## src/rtl/ram_2x113_queue_ctrl_pkg.sv

```systemverilog
// ram_2x113_queue_ctrl_pkg
// Shared constants and types for the two-entry, 113-bit queue controller
// and its backing RAM.
//   WIDTH   : payload width in bits (113)
//   DEPTH   : number of queue entries (2)
//   ptr_t   : one-bit RAM address / queue pointer
//   count_t : two-bit occupancy, 0..2
package ram_2x113_queue_ctrl_pkg;

  localparam int WIDTH = 113;
  localparam int DEPTH = 2;

  typedef logic [0:0] ptr_t;
  typedef logic [1:0] count_t;

  localparam count_t COUNT_EMPTY = 2'd0;
  localparam count_t COUNT_ONE   = 2'd1;
  localparam count_t COUNT_FULL  = 2'd2;

  // Occupancy as a function of the pointer pair and the wrap flag.
  // Equal pointers are ambiguous, and maybe_full resolves them.
  function automatic count_t calc_count(input ptr_t enq_ptr,
                                        input ptr_t deq_ptr,
                                        input logic maybe_full);
    count_t c;
    c = COUNT_ONE;
    if (enq_ptr == deq_ptr) begin
      c = maybe_full ? COUNT_FULL : COUNT_EMPTY;
    end
    return c;
  endfunction

endpackage

```

## src/rtl/ram_2x113.sv

```systemverilog
// ram_2x113
// Two-entry, 113-bit storage array with one write port and one
// combinational read port. The array has no reset; the queue controller
// tracks validity through its own pointer state.
// Ports:
//   R0_addr  in  : read address
//   R0_en    in  : read enable (data reads as zero when low)
//   R0_clk   in  : read clock (read is combinational, clock unused)
//   R0_data  out : read data, zero latency
//   W0_addr  in  : write address
//   W0_en    in  : write enable
//   W0_clk   in  : write clock, writes on posedge
//   W0_data  in  : write data
module ram_2x113
  import ram_2x113_queue_ctrl_pkg::*;
(
  input  ptr_t               R0_addr,
  input  logic               R0_en,
  input  logic               R0_clk,
  output logic [WIDTH-1:0]   R0_data,
  input  ptr_t               W0_addr,
  input  logic               W0_en,
  input  logic               W0_clk,
  input  logic [WIDTH-1:0]   W0_data
);

  logic [WIDTH-1:0] r_mem [DEPTH];

  // The read path is asynchronous, so the read clock has no load.
  logic w_r0_clk_unused;
  assign w_r0_clk_unused = R0_clk;

  always_ff @(posedge W0_clk) begin
    if (W0_en) begin
      r_mem[W0_addr] <= W0_data;
    end
  end

  assign R0_data = R0_en ? r_mem[R0_addr] : '0;

endmodule

```

## src/rtl/ram_2x113_queue_ctrl.sv

```systemverilog
// ram_2x113_queue_ctrl
// Two-entry FIFO controller in front of a ram_2x113 array. No flow-through
// and no pipe mode: an entry written in cycle N is first offered in N+1, and
// a full queue never accepts even while it is being drained.
// Handshake: a transfer happens on a clock edge where valid and ready are
// both high; ready/valid are combinational from registered state and
// io_flush only, and never depend on the partner's valid/ready.
// Ports:
//   clock         in  : single clock, all state on posedge
//   reset         in  : asynchronous active-high reset
//   io_enq_valid  in  : producer offers io_enq_bits
//   io_enq_ready  out : controller accepts an entry this cycle
//   io_enq_bits   in  : payload to store
//   io_deq_valid  out : io_deq_bits holds the oldest entry
//   io_deq_ready  in  : consumer takes the entry this cycle
//   io_deq_bits   out : oldest stored payload
//   io_flush      in  : synchronous discard of all entries
//   io_count      out : current occupancy 0..2
module ram_2x113_queue_ctrl
  import ram_2x113_queue_ctrl_pkg::*;
#(
  parameter int DEPTH = ram_2x113_queue_ctrl_pkg::DEPTH,
  parameter int WIDTH = ram_2x113_queue_ctrl_pkg::WIDTH
) (
  input  logic             clock,
  input  logic             reset,
  input  logic             io_enq_valid,
  output logic             io_enq_ready,
  input  logic [WIDTH-1:0] io_enq_bits,
  output logic             io_deq_valid,
  input  logic             io_deq_ready,
  output logic [WIDTH-1:0] io_deq_bits,
  input  logic             io_flush,
  output count_t           io_count
);

  // The RAM macro is fixed in size; any other geometry is a build error.
  if (DEPTH != ram_2x113_queue_ctrl_pkg::DEPTH) begin : g_bad_depth
    $error("ram_2x113_queue_ctrl: DEPTH must be 2 to match ram_2x113");
  end
  if (WIDTH != ram_2x113_queue_ctrl_pkg::WIDTH) begin : g_bad_width
    $error("ram_2x113_queue_ctrl: WIDTH must be 113 to match ram_2x113");
  end

  ptr_t r_enq_ptr;
  ptr_t r_deq_ptr;
  logic r_maybe_full;

  logic w_ptr_match;
  logic w_empty;
  logic w_full;
  logic w_do_enq;
  logic w_do_deq;

  assign w_ptr_match = (r_enq_ptr == r_deq_ptr);
  assign w_empty     = w_ptr_match & ~r_maybe_full;
  assign w_full      = w_ptr_match &  r_maybe_full;

  // Flush masks both sides, so nothing fires in the flush cycle.
  assign io_enq_ready = ~w_full  & ~io_flush;
  assign io_deq_valid = ~w_empty & ~io_flush;

  assign w_do_enq = io_enq_valid & io_enq_ready;
  assign w_do_deq = io_deq_valid & io_deq_ready;

  assign io_count = calc_count(r_enq_ptr, r_deq_ptr, r_maybe_full);

  // Pointers are one bit wide, so +1 wraps 1->0 by itself.
  always_ff @(posedge clock or posedge reset) begin
    if (reset) begin
      r_enq_ptr    <= '0;
      r_deq_ptr    <= '0;
      r_maybe_full <= 1'b0;
    end else if (io_flush) begin
      r_enq_ptr    <= '0;
      r_deq_ptr    <= '0;
      r_maybe_full <= 1'b0;
    end else begin
      if (w_do_enq) begin
        r_enq_ptr <= r_enq_ptr + 1'b1;
      end
      if (w_do_deq) begin
        r_deq_ptr <= r_deq_ptr + 1'b1;
      end
      // Simultaneous enq and deq leaves occupancy, and the flag, unchanged.
      if (w_do_enq != w_do_deq) begin
        r_maybe_full <= w_do_enq;
      end
    end
  end

  ram_2x113 u_ram (
    .R0_addr (r_deq_ptr),
    .R0_en   (1'b1),
    .R0_clk  (clock),
    .R0_data (io_deq_bits),
    .W0_addr (r_enq_ptr),
    .W0_en   (w_do_enq),
    .W0_clk  (clock),
    .W0_data (io_enq_bits)
  );

endmodule

```

## config.mk

```make
export PLATFORM = sky130hd
export DESIGN_NAME = ram_2x113_queue_ctrl
export DESIGN_NICKNAME = d
export VERILOG_FILES = /design/src/rtl/ram_2x113_queue_ctrl_pkg.sv /design/src/rtl/ram_2x113.sv /design/src/rtl/ram_2x113_queue_ctrl.sv
export SDC_FILE = /design/constraint.sdc
export NUM_CORES = 1
export LEC_CHECK = 0
export BUFFER_PORTS_ARGS = -buffer_cell sky130_fd_sc_hd__buf_2
export CAP_MARGIN = 10
export CORE_UTILIZATION = 30
export CTS_BUF_LIST = sky130_fd_sc_hd__clkbuf_8 sky130_fd_sc_hd__clkbuf_16
export DETAILED_ROUTE_END_ITERATION = 10
export PLACE_DENSITY_LB_ADDON = 0.15
export SLEW_MARGIN = 20
export SYNTH_ARGS = -nofsm -noshare
export SYNTH_HDL_FRONTEND = slang
export SYNTH_HIERARCHICAL = 1
export SYNTH_SLANG_ARGS = --single-unit
```

## constraint.sdc

```tcl
create_clock -name clock -period 7.8 [get_ports clock]
set_input_delay 1.17 -clock clock [delete_from_list [all_inputs] [get_ports clock]]
set_output_delay 1.17 -clock clock [all_outputs]
set_load 0.05 [all_outputs]
```

### Yosys cells after proc, flatten, opt, wreduce, memory -nomap -nowiden

Memories as Yosys holds them, arrays and structs flattened.
Index checks and enable logic that the tools add are counted.

| word-level totals | value |
|---|---|
| flip-flop bits (word level) | 3 |
| bits in writable memories | 226 |
| logic and storage cells | 31 |
| memories | 1 |

| operators by class | value |
|---|---|
| add/subtract/negate cells | 2 |
| equality and inequality tests | 2 |
| multiplexer cells | 10 |
| bitwise gates (word level) | 10 |
| reductions and logical operators | 3 |

Memories:

| memory | words | bits a word | rd ports | clocked after memory_dff | write ports | line | RTL |
|---|---|---|---|---|---|---|---|
| u_ram.r_mem | 2 | 113 | 1 | 0 | 1 | ram_2x113.sv:27 | `logic [WIDTH-1:0] r_mem [DEPTH];` |

Operators with widths:

| cell | count |
|---|---|
| $mux 1 | 8 |
| $and 1x1->1 | 6 |
| $reduce_bool 2->1 | 3 |
| $mux 2 | 2 |
| $not 1->1 | 4 |
| $add 1x1->1 const B | 2 |
| $eq 1x1->1 | 1 |
| $ne 1x1->1 | 1 |

### Longest topological paths before layout

| logic depth | value |
|---|---|
| depth after elaboration | 8 |
| gate-level depth with buffers | 5 |
| depth with buffers taken out | 4 |

### By module

The synthesis kept the hierarchy.

Modules (own cells, without submodules):

| module | times used | cells each | area each (um^2) |
|---|---|---|---|
| ram_2x113 | 1 | 479 | 8,841.0 |
| ram_2x113_queue_ctrl | 1 | 23 | 190.2 |

### Least setup slack after synthesis

No wires, ideal clock.

| timing path | value |
|---|---|
| path type | input to register |
| from | input port io_flush |
| to | memory u_ram.r_mem[0][0], enable pin |
| library setup time | 0.600 ns |
| data arrival time | 7.211 ns |
| required time | 7.200 ns |
| path slack | -0.011 ns |
| cell stages on the path | 3 |
| path through | a21oi_1 > and2_1 > nor2b_1 |

| on the way | value |
|---|---|
| word-level cells in the longest chain between the ends | 5 |

RTL lines:

| what | line | RTL |
|---|---|---|
| start: declaration | ram_2x113_queue_ctrl.sv:33 | `input logic io_flush,` |
| $not 1->1 | ram_2x113_queue_ctrl.sv:60 | `assign io_enq_ready = ~w_full & ~io_flush;` |
| $and 1x1->1 | ram_2x113_queue_ctrl.sv:60 |  |
| $and 1x1->1 | ram_2x113_queue_ctrl.sv:63 | `assign w_do_enq = io_enq_valid & io_enq_ready;` |
| net w_do_enq | ram_2x113_queue_ctrl.sv:52 | `logic w_do_enq;` |
| $mux 1 | ram_2x113.sv:34 | `if (W0_en) begin` |
| $mux 1 (not written as such) | ram_2x113.sv:35 | `r_mem[W0_addr] <= W0_data;` |
| end: declaration | ram_2x113.sv:27 |  |

The timed path passes the listed nets, and every way through them passes these cells.

### Final worst setup path

| timing path | value |
|---|---|
| from | register r_deq_ptr |
| to | output port io_deq_bits[60] |

| on the way | value |
|---|---|
| word-level cells in the longest chain between the ends | 1 |

RTL lines:

| what | line | RTL |
|---|---|---|
| start: declaration | ram_2x113_queue_ctrl.sv:46 | `ptr_t r_deq_ptr;` |
| start signal: assignment | ram_2x113_queue_ctrl.sv:83 | `r_deq_ptr <= r_deq_ptr + 1'b1;` |
| $mem_v2 2x113 | -- |  |
| end: declaration | ram_2x113_queue_ctrl.sv:32 | `output logic [WIDTH-1:0] io_deq_bits,` |

Every way passes these cells.

==> load_flow_metrics.sql <==
INSERT INTO impl_metrics (metric_group, metric, value, unit) VALUES
('finish', 'finalNetCount', '866', ''),
('clocking', 'post_cts_buffers', '0', ''),
('routing', 'detail_route.vias_per_cell', '4.30', ''),
('sta', 'count_of_endpoints_failing_hold_in_the_final_timing_report', '0', ''),
('power', 'worst_ir_drop_vdd', '0.171', 'mV'),
('worst_setup_path', 'cp_slowest_stage_delay', '0.84', 'ns'),
('yosys', 'synth_simple_gate_area_share', '8.66', '%'),
('die', 'core_area', '0.0296', 'mm2'),
('placement', 'post_dp_cell_area', '0.0105', 'mm2'),
('global_routing', 'grt_max_degree', '74', ''),
('yosys', 'synth-edff-count', '226', ''),
('die', 'row_count', '63', ''),
('routing', 'avgRoutedWirePerCell', '16.6', 'um'),
('clocking', 'tritoncts_sink_count', '229', ''),
('clocking', 'clkSlewWorstSetupHoldPaths', '0.06', 'ns'),
('worst_setup_path', 'maximum_fanout_encountered_on_the_critical_timing_path', '56', ''),
('sta', 'post_layout_min_period', '3.98', 'ns'),
('yosys', 'postSynthRegisterBits', '229', ''),
('sta', 'grt_setup_unrepaired', 'false', ''),
('run', 'count_of_maximum_capacitance_violations', '0', ''),
('yosys', 'netlist_instances', '502', ''),
('worst_setup_path', 'arrival', '2.81', 'ns'),
('sta', 'clock.fmax', '251', 'MHz'),
('yosys', 'netlist_top_cells_count', 'sky130_fd_sc_hd__edfxtp_1, sky130_fd_sc_hd__nor2b_1, sky130_fd_sc_hd__mux2i_1, sky130_fd_sc_hd__clkbuf_1, sky130_fd_sc_hd__buf_8', ''),
('finish', 'area_growth_syn_to_layout', '26.1', '%'),
('clocking', 'cts_buffers', '26', ''),
('clocking', 'tritoncts', 'built', ''),
('min_path', 'type_of_the_worst_min_delay_path', 'input pin to asynchronous set/reset pin', ''),
('yosys', 'post_synth_fa_ha_maj_area_fraction', '0', '%'),
('global_routing', 'globalRouteOverflowTotal', '0', ''),
('placement', 'dp_worst_setup_slack', '3.79', 'ns'),
('yosys', 'yosysUniqueCellTypes', '22', ''),
('power', 'p_leak', '4.28', 'nW'),
('yosys', 'synth_ff_type', 'sky130_fd_sc_hd__edfxtp_1', ''),
('routing', 'num_vias', '4985', ''),
('yosys', 'post_synthesis_compound_gate_area_fraction', '0.360', '%'),
('sta', 'fin_worst_skew', '0.0118', 'ns'),
('placement', 'placement.io_buffers', '234', ''),
('worst_setup_path', 'category_of_the_most_critical_setup_path', 'register to primary output', ''),
('clocking', 'root_buffer_cell', 'sky130_fd_sc_hd__clkbuf_16', ''),
('finish', 'final_layout_size_suffix_gt1_share', '36.4', '%'),
('finish', 'final_cell_count_no_fill', '1160', ''),
('routing', 'post-route-drc-count', '0', ''),
('clocking', 'post_cts_hold_buffer_count', '0', ''),
('yosys', 'netlist.top_cell.by_area', 'sky130_fd_sc_hd__edfxtp_1', ''),
('yosys', 'yosys-top-cells-area', 'sky130_fd_sc_hd__edfxtp_1, sky130_fd_sc_hd__mux2i_1, sky130_fd_sc_hd__nor2b_1', ''),
('die', 'chipHeight', '176', 'um'),
('status', 'run_status', 'completed', ''),
('die', 'initial_core_util', '30.5', '%'),
('global_routing', 'first_pass_grt_wire_length', '29100', 'um'),
('yosys', 'synth_xor_xnor_area_share', '0.0970', '%'),
('worst_setup_path', 'endpoint_required_time_on_the_critical_path', '6.63', 'ns'),
('yosys', 'synth_top_family_by_area', 'multiplexers', ''),
('yosys', 'synth_area_per_cell', '18.0', 'um2'),
('placement', 'finalWeightedCongestion', '0.724', ''),
('yosys', 'post_synth_mux_area_share', '12.5', '%'),
('yosys', 'ys_seq_area_share', '76.0', '%'),
('worst_setup_path', 'cell_by_cell_trace_of_the_critical_path', 'buf_4 -> mux2i_1 -> nor2b_1 -> buf_2', ''),
('sta', 'final_cycle_utilization_of_the_critical_path', '51.0', '%'),
('worst_setup_path', 'worst_setup_path_start_kind', 'register', ''),
('routing', 'drt_wl_total', '19300', 'um'),
('power', 'power.density', '257', 'mW/mm2'),
('yosys', 'syn_area', '0.00903', 'mm2'),
('worst_setup_path', 'endpoint_kind', 'primary output', ''),
('routing', 'detailedRoute.firstIterationViolations', '265', ''),
('yosys', 'synth.yosys.warnings', '6', ''),
('finish', 'post-route-util', '38.4', '%'),
('yosys', 'leading_cell_type_by_number_of_instances_after_synthesis', 'sky130_fd_sc_hd__edfxtp_1', ''),
('sta', 'timing_worst_slew_pin_value', '1.01', 'ns'),
('clocking', 'cts.repair.resized', '0', ''),
('sta', 'final-max-slew-violation-count', '0', '');
-- cell usage in the layout (no fill, tap or decap) --
cell type / Yosys / layout
sky130_fd_sc_hd__buf_2: 1 / 234
sky130_fd_sc_hd__edfxtp_1: 226 / 226
sky130_fd_sc_hd__mux2i_1: 113 / 113
sky130_fd_sc_hd__nor2b_1: 114 / 113
sky130_fd_sc_hd__clkbuf_16: 0 / 27
sky130_fd_sc_hd__inv_1: 2 / 11
sky130_fd_sc_hd__clkinv_2: 0 / 6
sky130_fd_sc_hd__conb_1: 1 / 5
sky130_fd_sc_hd__buf_4: 5 / 4
sky130_fd_sc_hd__diode_2: 0 / 3
sky130_fd_sc_hd__nor2_1: 3 / 3
sky130_fd_sc_hd__nand3_1: 2 / 2
sky130_fd_sc_hd__nand2b_1: 2 / 2
sky130_fd_sc_hd__a21oi_1: 2 / 2
sky130_fd_sc_hd__clkbuf_8: 0 / 2
sky130_fd_sc_hd__clkinv_1: 0 / 2
sky130_fd_sc_hd__dfrtp_1: 3 / 2
sky130_fd_sc_hd__xnor2_1: 1 / 1
sky130_fd_sc_hd__nand3b_1: 1 / 1
sky130_fd_sc_hd__o21bai_1: 1 / 1
sky130_fd_sc_hd__a31oi_1: 1 / 1
sky130_fd_sc_hd__a311oi_1: 1 / 1
sky130_fd_sc_hd__and2_2: 1 / 1
sky130_fd_sc_hd__and2_1: 2 / 1
sky130_fd_sc_hd__or2b_1: 1 / 1
sky130_fd_sc_hd__bufinv_16: 0 / 1
sky130_fd_sc_hd__dfrtp_4: 0 / 1
sky130_fd_sc_hd__nor2b_4: 0 / 1
sky130_fd_sc_hd__and2_4: 0 / 1
sky130_fd_sc_hd__buf_16: 0 / 1
-- cell families after synthesis --
family	after synthesis
xor+xnor	1
simple gates	126
compound gates	5
buf+inv	27
flops	229
other cells	1
mux	113
-- metal layers --
| layer | global-route usage, % | vias up | share of wire, % |
|---|---|---|---|
| li1 | - | 2357 | - |
| met1 | 15.4 | 2394 | 42 |
| met2 | 20.0 | 193 | 46 |
| met3 | 4.78 | 37 | 9.7 |
| met4 | 2.86 | 4 | 2.1 |
| met5 | 0 | - | 0.11 |
-- cell type report --
cell class | instances | area (um2)
Multi-Input combinational cell | 250 | 1980
Tap cell | 390 | 488
Timing Repair Buffer | 239 | 1230
Clock inverter | 18 | 101
Fill cell | 2853 | 18300
Clock buffer | 29 | 703
Sequential cell | 229 | 6870
Antenna cell | 3 | 7.51
Inverter | 2 | 7.51
-- state kept, by name (all words and copies together) (netlist names) --
register,flops
r_deq_ptr,1
r_enq_ptr,1
r_maybe_full,1
u_ram/r_mem,226
-- worst paths after layout --
kind	to	startpoint	cells after the start	slack, ns
setup / recovery	io_deq_bits[60]	r_deq_ptr	4	3.82
hold / removal	r_enq_ptr	reset	2	0.51
setup reg to reg	u_ram/r_mem[0][12]	r_deq_ptr	6	4.46
hold reg to reg	r_maybe_full	r_maybe_full	2	0.66
max in group asynchronous	r_deq_ptr	reset	2	7.13
min in group clock	r_maybe_full	r_maybe_full	2	0.66
-- power breakdown --
part | leakage [nW] | total, mW | switching (mW) | internal [mW]
sequential | 2.11 | 1.43 | 0.0171 | 1.41
combinational | 1.74 | 0.374 | 0.267 | 0.107
clock | 0.436 | 1.12 | 0.450 | 0.671
-- worst max-delay path: cells and delay by family, from the launching register on --
family	cells	cell delay (ns)
buffers and inverters	2	1.14
flip-flops	1	0.72
AND/OR/NAND/NOR	1	0.22
multiplexers	1	0.17
Note: power is estimated with default switching activity, not from simulation.
